## config.mk

```make
export PLATFORM = sky130hd
export DESIGN_NAME = gascon_perm_ctrl
export DESIGN_NICKNAME = d
export VERILOG_FILES = /design/src/rtl/gascon_pkg.sv /design/src/rtl/gascon_round_sched.sv /design/src/rtl/gascon_perm_ctrl.sv
export SDC_FILE = /design/constraint.sdc
export NUM_CORES = 1
export LEC_CHECK = 0
export ABC_CLOCK_PERIOD_IN_PS = 1900
export BUFFER_PORTS_ARGS = -buffer_cell sky130_fd_sc_hd__clkbuf_2
export CORE_AREA = 2 2 512 514
export DETAILED_ROUTE_END_ITERATION = 7
export DIE_AREA = 0 0 514 516
export PLACE_DENSITY = 0.3
export SLEW_MARGIN = 0
export SYNTH_ARGS = -nofsm -noshare
export SYNTH_HDL_FRONTEND = slang
export SYNTH_SLANG_ARGS = --single-unit
export TNS_END_PERCENT = 100
```

## constraint.sdc

```tcl
create_clock -name clk -period 1.9 [get_ports clk]
set_clock_uncertainty 0.05 [all_clocks]
set_input_delay 0.19 -clock clk [delete_from_list [all_inputs] [get_ports clk]]
set_output_delay 0.19 -clock clk [all_outputs]
set_load 0.01 [all_outputs]
```

## src/rtl/gascon_pkg.sv

```systemverilog
// Shared types and constants for the Gascon permutation sequencer.
package gascon_pkg;

  localparam int CWIDTH     = 320;
  localparam int MAX_ROUNDS = 12;

  typedef enum logic [1:0] {
    ST_IDLE     = 2'd0,
    ST_CORE_RST = 2'd1,
    ST_CORE_RUN = 2'd2,
    ST_OUT      = 2'd3
  } perm_state_t;

  // Round constant for round index r: high nibble is 0xF - r, low nibble is r.
  function automatic logic [7:0] rc(input logic [3:0] r);
    rc = {4'hF - r, r};
  endfunction

endpackage

```

## src/rtl/gascon_round_sched.sv

```systemverilog
// Round scheduler: tracks the current round index and how many rounds remain.
module gascon_round_sched #(
  parameter int MAX_ROUNDS = gascon_pkg::MAX_ROUNDS
) (
  input  logic       clk,
  input  logic       reset_n,
  input  logic       load,
  input  logic [3:0] num_rounds,
  input  logic       step,
  output logic [3:0] rnd,
  output logic       last
);

  logic [3:0] w_a;
  logic [3:0] r_rnd;
  logic [3:0] r_rem;

  // Requests beyond the supported round count are clamped.
  assign w_a = (num_rounds > 4'(MAX_ROUNDS)) ? 4'(MAX_ROUNDS) : num_rounds;

  // Load the first round index and remaining count, then advance once per captured round.
  always_ff @(posedge clk or negedge reset_n) begin
    if (!reset_n) begin
      r_rnd <= 4'd0;
      r_rem <= 4'd0;
    end else if (load) begin
      r_rnd <= 4'(MAX_ROUNDS) - w_a;
      r_rem <= w_a;
    end else if (step) begin
      r_rnd <= r_rnd + 4'd1;
      r_rem <= r_rem - 4'd1;
    end
  end

  assign rnd  = r_rnd;
  assign last = (r_rem == 4'd1);

endmodule

```

## src/rtl/gascon_perm_ctrl.sv

```systemverilog
// Sequencer that drives an external Gascon round core once per round and
// returns the permuted state over a valid/ready handshake.
module gascon_perm_ctrl #(
  parameter int CWIDTH      = gascon_pkg::CWIDTH,
  parameter int ROUND_COUNT = 16,
  parameter int MAX_ROUNDS  = gascon_pkg::MAX_ROUNDS,
  parameter int TIMEOUT     = 1024
) (
  input  logic                   clk,
  input  logic                   reset_n,
  input  logic                   start,
  input  logic [3:0]             num_rounds,
  input  logic [CWIDTH-1:0]      state_in,
  output logic                   in_ready,
  output logic                   dout_valid,
  input  logic                   dout_ready,
  output logic [CWIDTH-1:0]      state_out,
  output logic                   error,
  output logic [CWIDTH-1:0]      core_c,
  output logic [ROUND_COUNT-1:0] core_round,
  output logic                   core_en,
  output logic                   core_reset,
  input  logic [CWIDTH-1:0]      core_cout,
  input  logic                   core_done
);

  import gascon_pkg::*;

  localparam int WD_W = $clog2(TIMEOUT);

  perm_state_t       r_state;
  perm_state_t       w_state_next;
  logic [CWIDTH-1:0] r_st;
  logic [WD_W-1:0]   r_wd;
  logic              r_error;
  logic              w_accept;
  logic              w_capture;
  logic              w_timeout;
  logic              w_last;
  logic [3:0]        w_rnd;
  logic              w_in_ready;
  logic              w_dout_valid;
  logic              w_core_en;
  logic              w_core_rst;

  assign w_accept  = (r_state == ST_IDLE) && start;
  // core_done is only looked at in CORE_RUN, so a sticky done left over
  // from the previous round is never mistaken for a fresh result.
  assign w_capture = (r_state == ST_CORE_RUN) && core_done;
  assign w_timeout = (r_state == ST_CORE_RUN) && !core_done && (r_wd == WD_W'(TIMEOUT - 1));

  gascon_round_sched #(
    .MAX_ROUNDS (MAX_ROUNDS)
  ) u_sched (
    .clk        (clk),
    .reset_n    (reset_n),
    .load       (w_accept),
    .num_rounds (num_rounds),
    .step       (w_capture),
    .rnd        (w_rnd),
    .last       (w_last)
  );

  // State register.
  always_ff @(posedge clk or negedge reset_n) begin
    if (!reset_n) begin
      r_state <= ST_IDLE;
    end else begin
      r_state <= w_state_next;
    end
  end

  // Next-state and per-state control outputs.
  always_comb begin
    w_state_next = r_state;
    w_in_ready   = 1'b0;
    w_dout_valid = 1'b0;
    w_core_en    = 1'b0;
    w_core_rst   = 1'b1;
    case (r_state)
      ST_IDLE: begin
        w_in_ready = 1'b1;
        if (start) begin
          w_state_next = (num_rounds == 4'd0) ? ST_OUT : ST_CORE_RST;
        end
      end
      ST_CORE_RST: begin
        w_state_next = ST_CORE_RUN;
      end
      ST_CORE_RUN: begin
        w_core_en  = 1'b1;
        w_core_rst = 1'b0;
        if (core_done) begin
          w_state_next = w_last ? ST_OUT : ST_CORE_RST;
        end else if (w_timeout) begin
          w_state_next = ST_IDLE;
        end
      end
      ST_OUT: begin
        w_dout_valid = 1'b1;
        if (dout_ready) begin
          w_state_next = ST_IDLE;
        end
      end
      default: begin
        w_state_next = ST_IDLE;
      end
    endcase
  end

  // Working state, per-round watchdog and sticky timeout flag.
  always_ff @(posedge clk or negedge reset_n) begin
    if (!reset_n) begin
      r_st    <= '0;
      r_wd    <= '0;
      r_error <= 1'b0;
    end else begin
      if (w_accept) begin
        r_st    <= state_in;
        r_error <= 1'b0;
      end else if (w_capture) begin
        r_st <= core_cout;
      end
      if (r_state == ST_CORE_RST) begin
        r_wd <= '0;
      end else if (r_state == ST_CORE_RUN) begin
        r_wd <= r_wd + WD_W'(1);
      end
      if (w_timeout) begin
        r_error <= 1'b1;
      end
    end
  end

  assign in_ready   = w_in_ready;
  assign dout_valid = w_dout_valid;
  assign state_out  = r_st;
  assign error      = r_error;
  assign core_c     = r_st;
  assign core_round = ROUND_COUNT'(w_rnd);
  assign core_en    = w_core_en;
  // Keep the core in reset while our own reset is asserted, independent of state.
  assign core_reset = ~reset_n | w_core_rst;

endmodule

```

==> reports/qor.txt <==
Startpoint Class: flip-flop
Hold WC Path Type: input pin to async pin
Max stage delay on crit path: 0.44 ns
Final worst path period need: 1.893 ns
RSZ-0062 raised after global routing: yes
All-Layer GR Usage: 12.33%
I/O Buffers: 1297
Area contributors post-synth: dfrtp_1 (46%), buf_4 (14%), nand2_1 (13%), a31oi_1 (10%), nor2_1 (6.7%)
CTS Sinks: 341
Dominant cell type by area after synthesis: dfrtp_1
Share of post-route cells with drive strength above 1: 41.12%
Mux cell area share after synthesis: 0.05435%
Fin worst setup slack: 0.006744 ns
Synth Area in Compound Gates: 13.01%
Launch point of the critical path: r_state[1]
Critical path arrival: 2.41 ns
Final period util: 99.65%
Design Power: 55.44 mW
Gpl congestion: 0.8486
CP cell instances: ha_4 -> buf_6 -> buf_12 -> nand2_8 -> buf_16 -> clkbuf_16 -> nand2_1 -> a31oi_1
Initial antenna violation count: 102
Drt first-iter violations: 1169
DIE AREA: 0.2652 mm^2
Initial core utilization: 7.104%
Worst path required time: 2.42 ns
EDFF count, synth: 0
Synthesized area per cell: 8.353 um^2
Num rows: 187
Routed len/inst: 23.83 um
Post-Syn Instances: 2205
First-pass GRT wire length: 218.6 mm
Nets: 4569
Seq pwr share: 28.8%
Pre-antenna DRT Iters: 6
Post-synth ARST share: 100.0%
Die Span Y: 516 um
Levels on crit path: 8
CTS Buf Count: 50
Pint: 27.38 mW
P&R area growth vs syn: 97.06%
Antenna viol nets, final: 0
Final setup fails: 0
Max-slew violations: 0
Switch share: 50.61%
Synth Register Bits: 341
CTS tree: built
DR vias: 22880
Residual DRC: 0
Root Driver: clkbuf_16
Logic pwr share: 53.6%
Max H-tree Level: 2
Status: complete, no violations
Largest net degree at the start of global routing: 58
Worst slack, placed: 0.03494 ns
Peak VDD IR: 0.6345 mV
Max Cap Viol: 0
Largest family of logic cells by synthesized area: simple AND/OR/NAND/NOR gates
Post-synthesis sequential area ratio: 46.33%
I/O Pins: 1310
Commonest cells in the netlist: nand2_1 (622), dfrtp_1 (341), buf_4 (335)
Vias in the first global route: 23110
Crit Reg-Reg Startpoint: r_state[1]
Worst-path clk slew: 0.06 ns
Yosys warns: 0
CP endpoint kind: flip-flop
Worst reg2reg path depth: 8
Count leader, synth: nand2_1
Pwr per Cell Area: 1528 mW/mm^2
Hpwl dp: 148.6 mm
F_max: 0.5282 GHz
CP max stage cell: dfrtp_2
Buf/Inv on CP: 4
P_leak: 16.90 nW
Clk pwr share: 17.6%
Worst skew pair latency: 0.66 ns
Worst-path maximum fanout: 13
Gr ovfl total: 0
Die W: 514 um
Synth Area in Adders: 0.6114%
Core Region: 0.2592 mm^2
Simple-gate share of the synthesized area: 21.22%
Sw Pwr: 28.06 mW
Vias per cell: 3.100
Post-Syn Area: 0.01842 mm^2
Clock buffer depth: 3
Endpoints failing hold: 0
Synth top area share: 46.33%
Synth Flop Type: dfrtp_1
Post-synthesis cell type count: 38
Synth Area in XOR/XNOR: 0.5231%
Total Wirelength: 175.9 mm
CP top delay family: buffers and inverters
Critical path class: flip-flop to flip-flop
## cells by family after synthesis
group                      Yosys count
buffers and inverters              486
other                                1
AOI/OAI and AO/OA                  352
and+or+nand+nor                   1004
DFF                                341
muxes                                1
adders and majority gates            9
xor gates and xnor gates            11
## tightest hold or removal path, cell delays in order
cell and delay (ns):
dlygate4sd3_1 0.60, buf_8 0.25, buf_12 0.23
## repair_timing
action | in CTS | in global routing
setup endpoints to repair | 6 | 189
pin swaps | 1 | 18
gates resized for setup | 13 | 34
buffers inserted | 2 | 13
cloned | 0 | 10
hold buffers | 650 | 0
hold endpoints to repair | 672 | 0
## cell usage in the layout, fill, tap and decap left out, drive strengths merged, types with 2 or more instances in the layout
cell type and instances:
dlygate4sd3 649, nor3 2, nand2 654, inv 11, nand4 4, a22o 3, o31ai 2, a31oi 323
conb 12, buf 172, and3 4, clkbuf 1381, nand2b 4, nand3 3, xor2 7, nor2 328
clkinvlp 2, o21ai 8, bufinv 2, xnor2 4, dfrtp 341, ha 9, clkinv 2, diode 31
a21oi 12
## sequential cells by signal, summed over array words and instances, names as in the netlist
register	flops
core_c	320
error	1
r_state	2
r_wd	10
u_sched.r_rem	4
u_sched.rnd	4
## layout make-up
type	count	area (um^2)
diodes	31	77.57
clock buffers	81	1529
clock inverters	9	115.1
fillers	29880	223000
inverters	8	30.03
multi-input cells	1389	6653
flip-flops and latches	341	8534
well taps	3402	4257
repair buffers	2121	15100
## layer usage
metal	routed length, um	vias up	part of all wire, %	global-route usage [%]
met2	76460	1223	43	19.07
met4	6033	58	3.4	4.041
met3	20970	270	12	6.139
met1	72100	10930	41	14.75
met5	379	-	0.22	0
li1	-	10410	-	-
## path summary, 6_finish.rpt
| kind | endpoint | slack, ns |
|---|---|---|
| worst max-delay path | core_c[104] | 0.007 |
| worst min-delay path | core_c[257] | 0.22 |
| worst max register to register | core_c[104] | 0.007 |
| worst min register to register | r_wd[4] | 0.46 |
| max in group asynchronous | core_c[95] | 1.03 |
| min in group clk | core_c[316] | 0.26 |
## power groups by stage
stage	clock network [mW]	logic [mW]	registers, mW
4_1_cts	10.2	30.1	16.0
5_1_grt	10.4	32.5	16.4
6_report	9.78	29.7	16.0
3_3_place_gp	0	29.0	15.9
3_5_place_dp	0	28.6	16.0
2_1_floorplan	0	14.0	15.2
## stage by stage
stage          cells  cell area (um^2)  setup TNS (ns)  utilization, %  hold slack (ns)
2_1_floorplan   2216             18460               0               -          -0.1556
3_3_place_gp    6588             27480               0           10.60          0.05557
3_5_place_dp    6588             27480               0           10.60          0.05448
4_1_cts         7328             35710         -0.5361           13.77           0.1655
5_1_grt         7361             36240          -4.922           13.98           0.2203
6_report        7382             36290               0           14.00           0.2243
(Power assumes the default switching activity.)
